--- config.mk ---
export PLATFORM = sky130hd
export DESIGN_NAME = game_flow_ctrl
export DESIGN_NICKNAME = d
export VERILOG_FILES = /design/src/rtl/game_flow_ctrl.sv
export SDC_FILE = /design/constraint.sdc
export NUM_CORES = 1
export LEC_CHECK = 0
export ABC_CLOCK_PERIOD_IN_PS = 2240
export CAP_MARGIN = 5
export CORE_MARGIN = 1.5
export CORE_UTILIZATION = 30
export DETAILED_ROUTE_END_ITERATION = 10
export GPL_TIMING_DRIVEN = 0
export PLACE_DENSITY_LB_ADDON = 0.2
export SLEW_MARGIN = 0
export SYNTH_ARGS = -nofsm -noshare
export SYNTH_HDL_FRONTEND = slang
export SYNTH_SLANG_ARGS = --single-unit
export TNS_END_PERCENT = 100
--- constraint.sdc ---
create_clock -name clk_0 -period 2.24 [get_ports clk_0]
set_input_delay 0.448 -clock clk_0 [delete_from_list [all_inputs] [get_ports clk_0]]
set_output_delay 0.448 -clock clk_0 [all_outputs]
set_load 0.01 [all_outputs]
--- src/rtl/game_flow_ctrl.sv ---
// Pong game sequencer: menu edge pulses, countdown, serve, play, point pause, game over.
// Optional pause state is compiled in with `define PONG_PAUSE_EN.
module game_flow_ctrl #(
  parameter int COUNT_FRAMES = 60,
  parameter int POINT_FRAMES = 45,
  parameter int OVER_FRAMES  = 300,
  parameter int WIN_SCORE    = 7,
  parameter int CNT_W        = 9
) (
  input  logic       clk_0,
  input  logic       rst,
  input  logic       frame_tick,
  input  logic       btn_up,
  input  logic       btn_down,
  input  logic       btn_any,
  input  logic       btn_pause,
  input  logic [1:0] mode_choice,
  input  logic       score_event,
  input  logic [3:0] score_left,
  input  logic [3:0] score_right,
  output logic       menu_up,
  output logic       menu_down,
  output logic       start_trigger,
  output logic       menu_rst_n,
  output logic       score_clr,
  output logic       game_run,
  output logic       ball_serve,
  output logic       show_menu,
  output logic       show_winner,
  output logic [1:0] winner,
  output logic [1:0] countdown_val,
  output logic [2:0] state
);

  typedef enum logic [2:0] {
    MENU      = 3'd0,
    COUNTDOWN = 3'd1,
    SERVE     = 3'd2,
    PLAY      = 3'd3,
    POINT     = 3'd4,
    OVER      = 3'd5,
    PAUSED    = 3'd6
  } state_t;

  localparam logic [CNT_W-1:0] COUNT_LAST = CNT_W'(COUNT_FRAMES - 1);
  localparam logic [CNT_W-1:0] POINT_LAST = CNT_W'(POINT_FRAMES - 1);
  localparam logic [CNT_W-1:0] OVER_LAST  = CNT_W'(OVER_FRAMES - 1);
  localparam logic [CNT_W-1:0] CNT_ONE    = CNT_W'(1);
  localparam logic [3:0]       WIN_LIM    = 4'(WIN_SCORE);

  state_t           state_q, state_nxt;
  logic [CNT_W-1:0] cnt_q, cnt_nxt;
  logic [1:0]       cd_nxt;
  logic [1:0]       winner_nxt;
  logic             armed_q, armed_nxt;
  logic             prev_up, prev_down, prev_any;
  logic             up_edge, down_edge, any_edge_armed;

  assign state          = state_q;
  assign up_edge        = btn_up & ~prev_up;
  assign down_edge      = btn_down & ~prev_down;
  assign any_edge_armed = btn_any & ~prev_any & armed_q;

`ifdef PONG_PAUSE_EN
  logic prev_pause;
  logic pause_edge;
  assign pause_edge = btn_pause & ~prev_pause;
`else
  logic unused_pause;
  assign unused_pause = btn_pause;
`endif

  always_comb begin
    state_nxt  = state_q;
    cnt_nxt    = cnt_q;
    cd_nxt     = countdown_val;
    winner_nxt = winner;
    case (state_q)
      MENU: begin
        if (mode_choice != 2'd0) begin
          state_nxt = COUNTDOWN;
          cnt_nxt   = '0;
          cd_nxt    = 2'd3;
        end
      end
      COUNTDOWN: begin
        if (frame_tick) begin
          if (cnt_q == COUNT_LAST) begin
            cnt_nxt = '0;
            cd_nxt  = countdown_val - 2'd1;
            if (countdown_val == 2'd1) state_nxt = SERVE;
          end else begin
            cnt_nxt = cnt_q + CNT_ONE;
          end
        end
      end
      SERVE: state_nxt = PLAY;
      PLAY: begin
        // Ticks in PLAY are not counted, so POINT always starts from zero.
        if (score_event) begin
          state_nxt = POINT;
          cnt_nxt   = '0;
        end
`ifdef PONG_PAUSE_EN
        else if (pause_edge) state_nxt = PAUSED;
`endif
      end
`ifdef PONG_PAUSE_EN
      PAUSED: if (pause_edge) state_nxt = PLAY;
`endif
      POINT: begin
        if (frame_tick) begin
          if (cnt_q == POINT_LAST) begin
            cnt_nxt = '0;
            if (score_left >= WIN_LIM) begin
              winner_nxt = 2'd1;
              state_nxt  = OVER;
            end else if (score_right >= WIN_LIM) begin
              winner_nxt = 2'd2;
              state_nxt  = OVER;
            end else begin
              state_nxt = SERVE;
            end
          end else begin
            cnt_nxt = cnt_q + CNT_ONE;
          end
        end
      end
      OVER: begin
        if (any_edge_armed || (frame_tick && cnt_q == OVER_LAST)) begin
          state_nxt = MENU;
        end else if (frame_tick) begin
          cnt_nxt = cnt_q + CNT_ONE;
        end
      end
      default: state_nxt = MENU;
    endcase
    if (state_nxt == MENU && state_q != MENU) begin
      cnt_nxt    = '0;
      cd_nxt     = 2'd0;
      winner_nxt = 2'd0;
    end
  end

  // The key that ended a game must be released before it can act again.
  always_comb begin
    armed_nxt = armed_q;
    if (state_nxt != state_q && (state_nxt == MENU || state_nxt == OVER))
      armed_nxt = 1'b0;
    else if (!btn_any)
      armed_nxt = 1'b1;
  end

  always_ff @(posedge clk_0) begin
    if (!rst) begin
      state_q       <= MENU;
      cnt_q         <= '0;
      countdown_val <= '0;
      winner        <= '0;
      armed_q       <= 1'b0;
      prev_up       <= btn_up;
      prev_down     <= btn_down;
      prev_any      <= btn_any;
`ifdef PONG_PAUSE_EN
      prev_pause    <= btn_pause;
`endif
      menu_up       <= 1'b0;
      menu_down     <= 1'b0;
      start_trigger <= 1'b0;
      menu_rst_n    <= 1'b0;
      score_clr     <= 1'b0;
      game_run      <= 1'b0;
      ball_serve    <= 1'b0;
      show_menu     <= 1'b1;
      show_winner   <= 1'b0;
    end else begin
      state_q       <= state_nxt;
      cnt_q         <= cnt_nxt;
      countdown_val <= cd_nxt;
      winner        <= winner_nxt;
      armed_q       <= armed_nxt;
      prev_up       <= btn_up;
      prev_down     <= btn_down;
      prev_any      <= btn_any;
`ifdef PONG_PAUSE_EN
      prev_pause    <= btn_pause;
`endif
      menu_up       <= (state_q == MENU) && up_edge;
      menu_down     <= (state_q == MENU) && down_edge;
      start_trigger <= (state_q == MENU) && any_edge_armed;
      menu_rst_n    <= !(state_q == OVER && state_nxt == MENU);
      score_clr     <= (state_q == MENU) && (state_nxt == COUNTDOWN);
      game_run      <= (state_nxt == PLAY);
      ball_serve    <= (state_nxt == SERVE);
      show_menu     <= (state_nxt == MENU);
      show_winner   <= (state_nxt == OVER);
    end
  end

endmodule

# Word-level counts from Yosys, hierarchy flattened
# Cells that the tools add are included.
# word_totals
ff_bits	29
latch_bits	0
ram_bits	0
romBits	0
out_inout_bits	16
wordCells	99
n_memories	0
# op_classes
add_sub_neg	2
mul	0
div_mod_pow	0
n_lt_le_gt_ge	2
n_eq_ne	21
shift	0
muxes	26
n_bitwise	8
reduce_logical	23
# ops
operator	n
two-way mux 9 bit	8
one-hot mux 9 bit (5 select lines)	1
two-way mux 3 bit	10
== test 9 x 6 -> 1 bit (second input constant)	2
one-hot mux 3 bit (6 select lines)	1
inequality test 2 bit (second input constant)	7
== test 3 x 2 -> 1 bit (second input constant)	4
two-way mux 2 bit	5
adder 9 x 1 -> 9 bit (second input constant)	1
== test 3 bit (second input constant)	3
== test 9 bit (second input constant)	1
greater-or-equal comparator 4 x 3 -> 1 bit (second input constant)	2
logical AND 1 bit	8
AND reduction 4 bit	2
AND reduction 7 bit	1
== test 3 x 1 -> 1 bit (second input constant)	2
logical NOT 3 bit	2
nonzero test 2 bit	3
nonzero test 5 bit	1
bitwise AND 1 bit	4
NOT 1 bit	4
one-hot mux 2 bit (2 select lines)	1
OR reduction 2 bit	2
inequality test 3 bit	1
other kinds (5)	6

# Depth between registers and ports, before layout
# depth
word_depth	10
ltp_mapped	8

# Worst setup path after synthesis
# OpenSTA, ideal clock, no wires.
# synth_timing
kind	reg2reg
startpoint	reg cnt_q[6]
endpoint	reg armed_q
setup_ns	0.087
arrival_time_ns	2.008
t_required_ns	2.153
path_slack_ns	0.145
path_stages_with_launch	6
n_path_buf	0
synth_period_minus_slack_ns	2.095
cell_sequence	dfxtp_1 -> or4b_4 -> o41a_1 -> and2_4 -> or4_1 -> o31ai_1
# synth_via
elab_chain_cells	9
word_cells_on_any_way	17
cone_classes	eq/ne (5); mux (6); reduce/logical (6)
# synth_rtl
element	line_no	rtl
start, declared	52	logic [CNT_W-1:0] cnt_q, cnt_nxt;
start signal, assigned	178	cnt_q <= cnt_nxt;
== test 9 bit	130	if (any_edge_armed || (frame_tick && cnt_q == OVER_LAST)) begin
logical AND 1 bit	130	
logical OR 1 bit	130	
two-way mux 3 bit	130	
one-hot mux 3 bit (6 select lines) (*)	78	case (state_q)
== test 3 bit or logical NOT 3 bit (tied branches)	148	if (state_nxt != state_q && (state_nxt == MENU || state_nxt == OVER))
logical OR 1 bit	148	
logical AND 1 bit (*)	148	
OR reduction 2 bit (no line) (*)	--	
end signal, assigned	181	armed_q <= armed_nxt;
end, declared	55	logic armed_q, armed_nxt;
# Mark *: on every way between the ends. The rest lies on a longest branch, timed or not.
# A chain may end at the register's enable or synchronous reset.

# Worst setup path after layout
# Ends and elaborated chain as after synthesis.

==> key figures <==
Run status
  – Status: finished clean

Clock network
  – Max clock buf depth: 2
  – Hold-fix buffers, CTS: 0
  – CTS tree: built
  – Clk_lat worst skew: 280 ps
  – Clk slew on worst S/H paths: 70 ps
  – Total CTS buffers: 5
  – # H-tree levels: 2
  – CTS sink cnt: 29
  – Root Buffer: clkbuf_8

Yosys
  – Synth Area per Inst: 8.04 µm²
  – Yosys reg bits: 29
  – Synthesized area: 0.00154 mm²
  – Syn Nets: 213
  – Cell taking the most area after synthesis: dfxtp_1
  – Distinct cells, synth: 44
  – YS warnings: 0
  – Yosys top cell area share: 37.6%
  – Synth Instances: 192
  – Synth area leaders: dfxtp_1, o21ai_0, nand4_1
  – Post-synthesis sequential area ratio: 37.6%

Timing
  – Slew margin rel.: 54.0%
  – Final setup fails: 0
  – Final Cycle Share: 95.9%
  – Final hold vios: 0
  – Slew Viols, Final: 0
  – Measured slew at the worst slew-check pin: 688 ps
  – Fmax: 466 MHz
  – Setup Skew: 9.47 ps
  – Fin crit period: 2150 ps

Drt
  – Detailed Route WL: 4240 µm
  – DR iter-0 viols: 84
  – ANT nets after route: 0
  – DRT Pass-1 Iters: 5
  – Vias post-DR: 1,569
  – Via density: 5.14
  – Drt wl/cell: 13.9 µm
  – DR DRC count: 0

Final layout
  – Final net count: 258
  – Ant. Diodes: 0
  – Area delta synth->final: 38.3%
  – Register area: 588 µm²
  – Fraction of layout cells with a size suffix above 1: 12.6%
  – Non-Filler Instances: 305
  – Post-route cell area: 0.00214 mm²
  – Most frequent cells in the layout: clkdlybuf4s50_1, dfxtp_1, nor2_1, o21ai_0, nand2_1
  – Multi-input gate area: 930 µm²
  – Fillcell total: 494
  – Leading cell type in the layout, fill and taps excluded: clkdlybuf4s50_1
  – Post-layout util: 44.1%

Power
  – VDD IR max: 0.000254 V
  – Leak Pwr: 0.760 nW
  – PD cells: 535 mW/mm²

Place
  – Dpl cells: 291
  – HPWL Detailed: 2950 µm
  – Placed Area: 0.00195 mm²
  – Final GP Congestion: 0.900
  – Port Buf Inserts: 32

GRT
  – Number of global-route vias before repair: 1,387
  – Grt total ovfl: 0
  – First-pass GRT wire length: 6600 µm
  – Largest net degree at the start of global routing: 11
  – Initial antenna violation count: 0
  – Global Route Usage Sum: 15.5%

Worst setup path
  – Crit end category: register
  – CP Max Fanout: 6
  – WP data arrival: 2340 ps
  – WS Path Type: reg2reg
  – Crit path required time: 2430 ps
  – Startpoint types: register

Die
  – # rows: 25
  – Die height: 74.7 µm
  – Initial core utilization: 31.8%
  – CORE AREA: 0.00485 mm²
  – Die footprint: 0.00559 mm²
  – Die X: 74.7 µm
  – IO Pins: 34

Flow run
  – Max-Cap Viols: 0

Hold path
  – Worst hold-check path type: reg2reg
[worst max-delay path, stage by stage, from the launching register on]
cell     delay, ps
dfxtp_4        360
or4b_4         560
o41a_1         360
and2_4         190
or4_1          510
o31ai_1         80
[Yosys cell counts]
master / instances
nor2b_1: 7
ha_1: 3
buf_2: 1
and3b_1: 1
a2111oi_0: 1
mux2i_1: 1
nand4_1: 11
and2_1: 4
nand3_1: 8
o31ai_4: 1
nand2b_1: 3
nand3b_1: 3
inv_1: 9
a21oi_1: 7
o31a_1: 1
and4b_1: 1
nor2_1: 18
nand2_1: 15
o21a_1: 4
o211ai_1: 1
or4b_4: 1
a31oi_1: 9
clkbuf_1: 6
or3b_2: 1
nor3b_1: 2
o21ai_0: 16
or3_1: 4
a211oi_1: 1
nor4_1: 1
o31ai_1: 2
nand4b_1: 1
dfxtp_1: 29
and2_4: 1
o21ba_2: 1
nand4bb_1: 2
nor3_1: 7
a311oi_1: 1
o41ai_1: 1
nor3_2: 1
or4_1: 1
nor4b_1: 1
and3_1: 1
a21boi_0: 1
o41a_1: 1
[state kept, by name, summed over array words and instances, names as in the netlist, 2 cells and up]
name,count
countdown_val,2
state,3
winner,2
cnt_q,9
[stage by stage]
step | setup TNS (ps) | total power, mW | setup WS [ps] | hold WS (ps)
2_1_floorplan | 0 | 0.644 | 145 | 372
3_3_place_gp | -5400 | 0.728 | -378 | 376
3_5_place_dp | -5140 | 0.727 | -346 | 377
4_1_cts | -24.8 | 1.16 | -24.8 | 386
5_1_grt | -0.275 | 1.20 | -0.275 | 401
6_report | 0 | 1.14 | 92.8 | 385
[area by class of cell]
type | instances | share of cell area (%)
Buffer | 7 | 1.58
Clock buffer | 5 | 3.22
Clock inverter | 3 | 0.820
Inverter | 9 | 1.58
Multi-Input combinational cell | 147 | 43.5
Sequential cell | 29 | 27.5
Tap cell | 67 | 3.93
Timing Repair Buffer | 38 | 17.8
[report_power, final]
| part | switching [mW] | internal, mW |
|---|---|---|
| Combinational | 0.0890 | 0.0857 |
| Clock | 0.206 | 0.214 |
| Sequential | 0.0139 | 0.535 |
| Total | 0.309 | 0.834 |
[final timing paths]
check	startpoint	end	slack, ps	cells past startpoint
min	prev_down	menu_down	380	1
min reg2reg	prev_down	menu_down	380	1
max	cnt_q[6]	armed_q	90	5
max reg2reg	cnt_q[6]	armed_q	90	5
[metal layers]
layer | global-route usage [%] | part of all wire [%] | vias to the layer above
met1 | 20.0 | 45 | 723
li1 | - | - | 798
met4 | 5.45 | 1.8 | 0
met2 | 25.3 | 48 | 40
met3 | 3.75 | 5.1 | 8
met5 | 0 | 0 | -
[logic make-up after synthesis]
family,share of synthesized area [%]
simple gates,34.8
compound gates,20.5
flops,37.6
buf+inv,3.97
fa+ha+maj,2.43
mux,0.648
[what timing repair did]
item | CTS | global route
pin swaps | 1 | 0
setup buffers | 0 | 5
cloned | 0 | 1
hold endpoints to repair | 0 | 0
setup endpoints to repair | 12 | 19
gates resized for setup | 4 | 13
(Power assumes the default switching activity.)
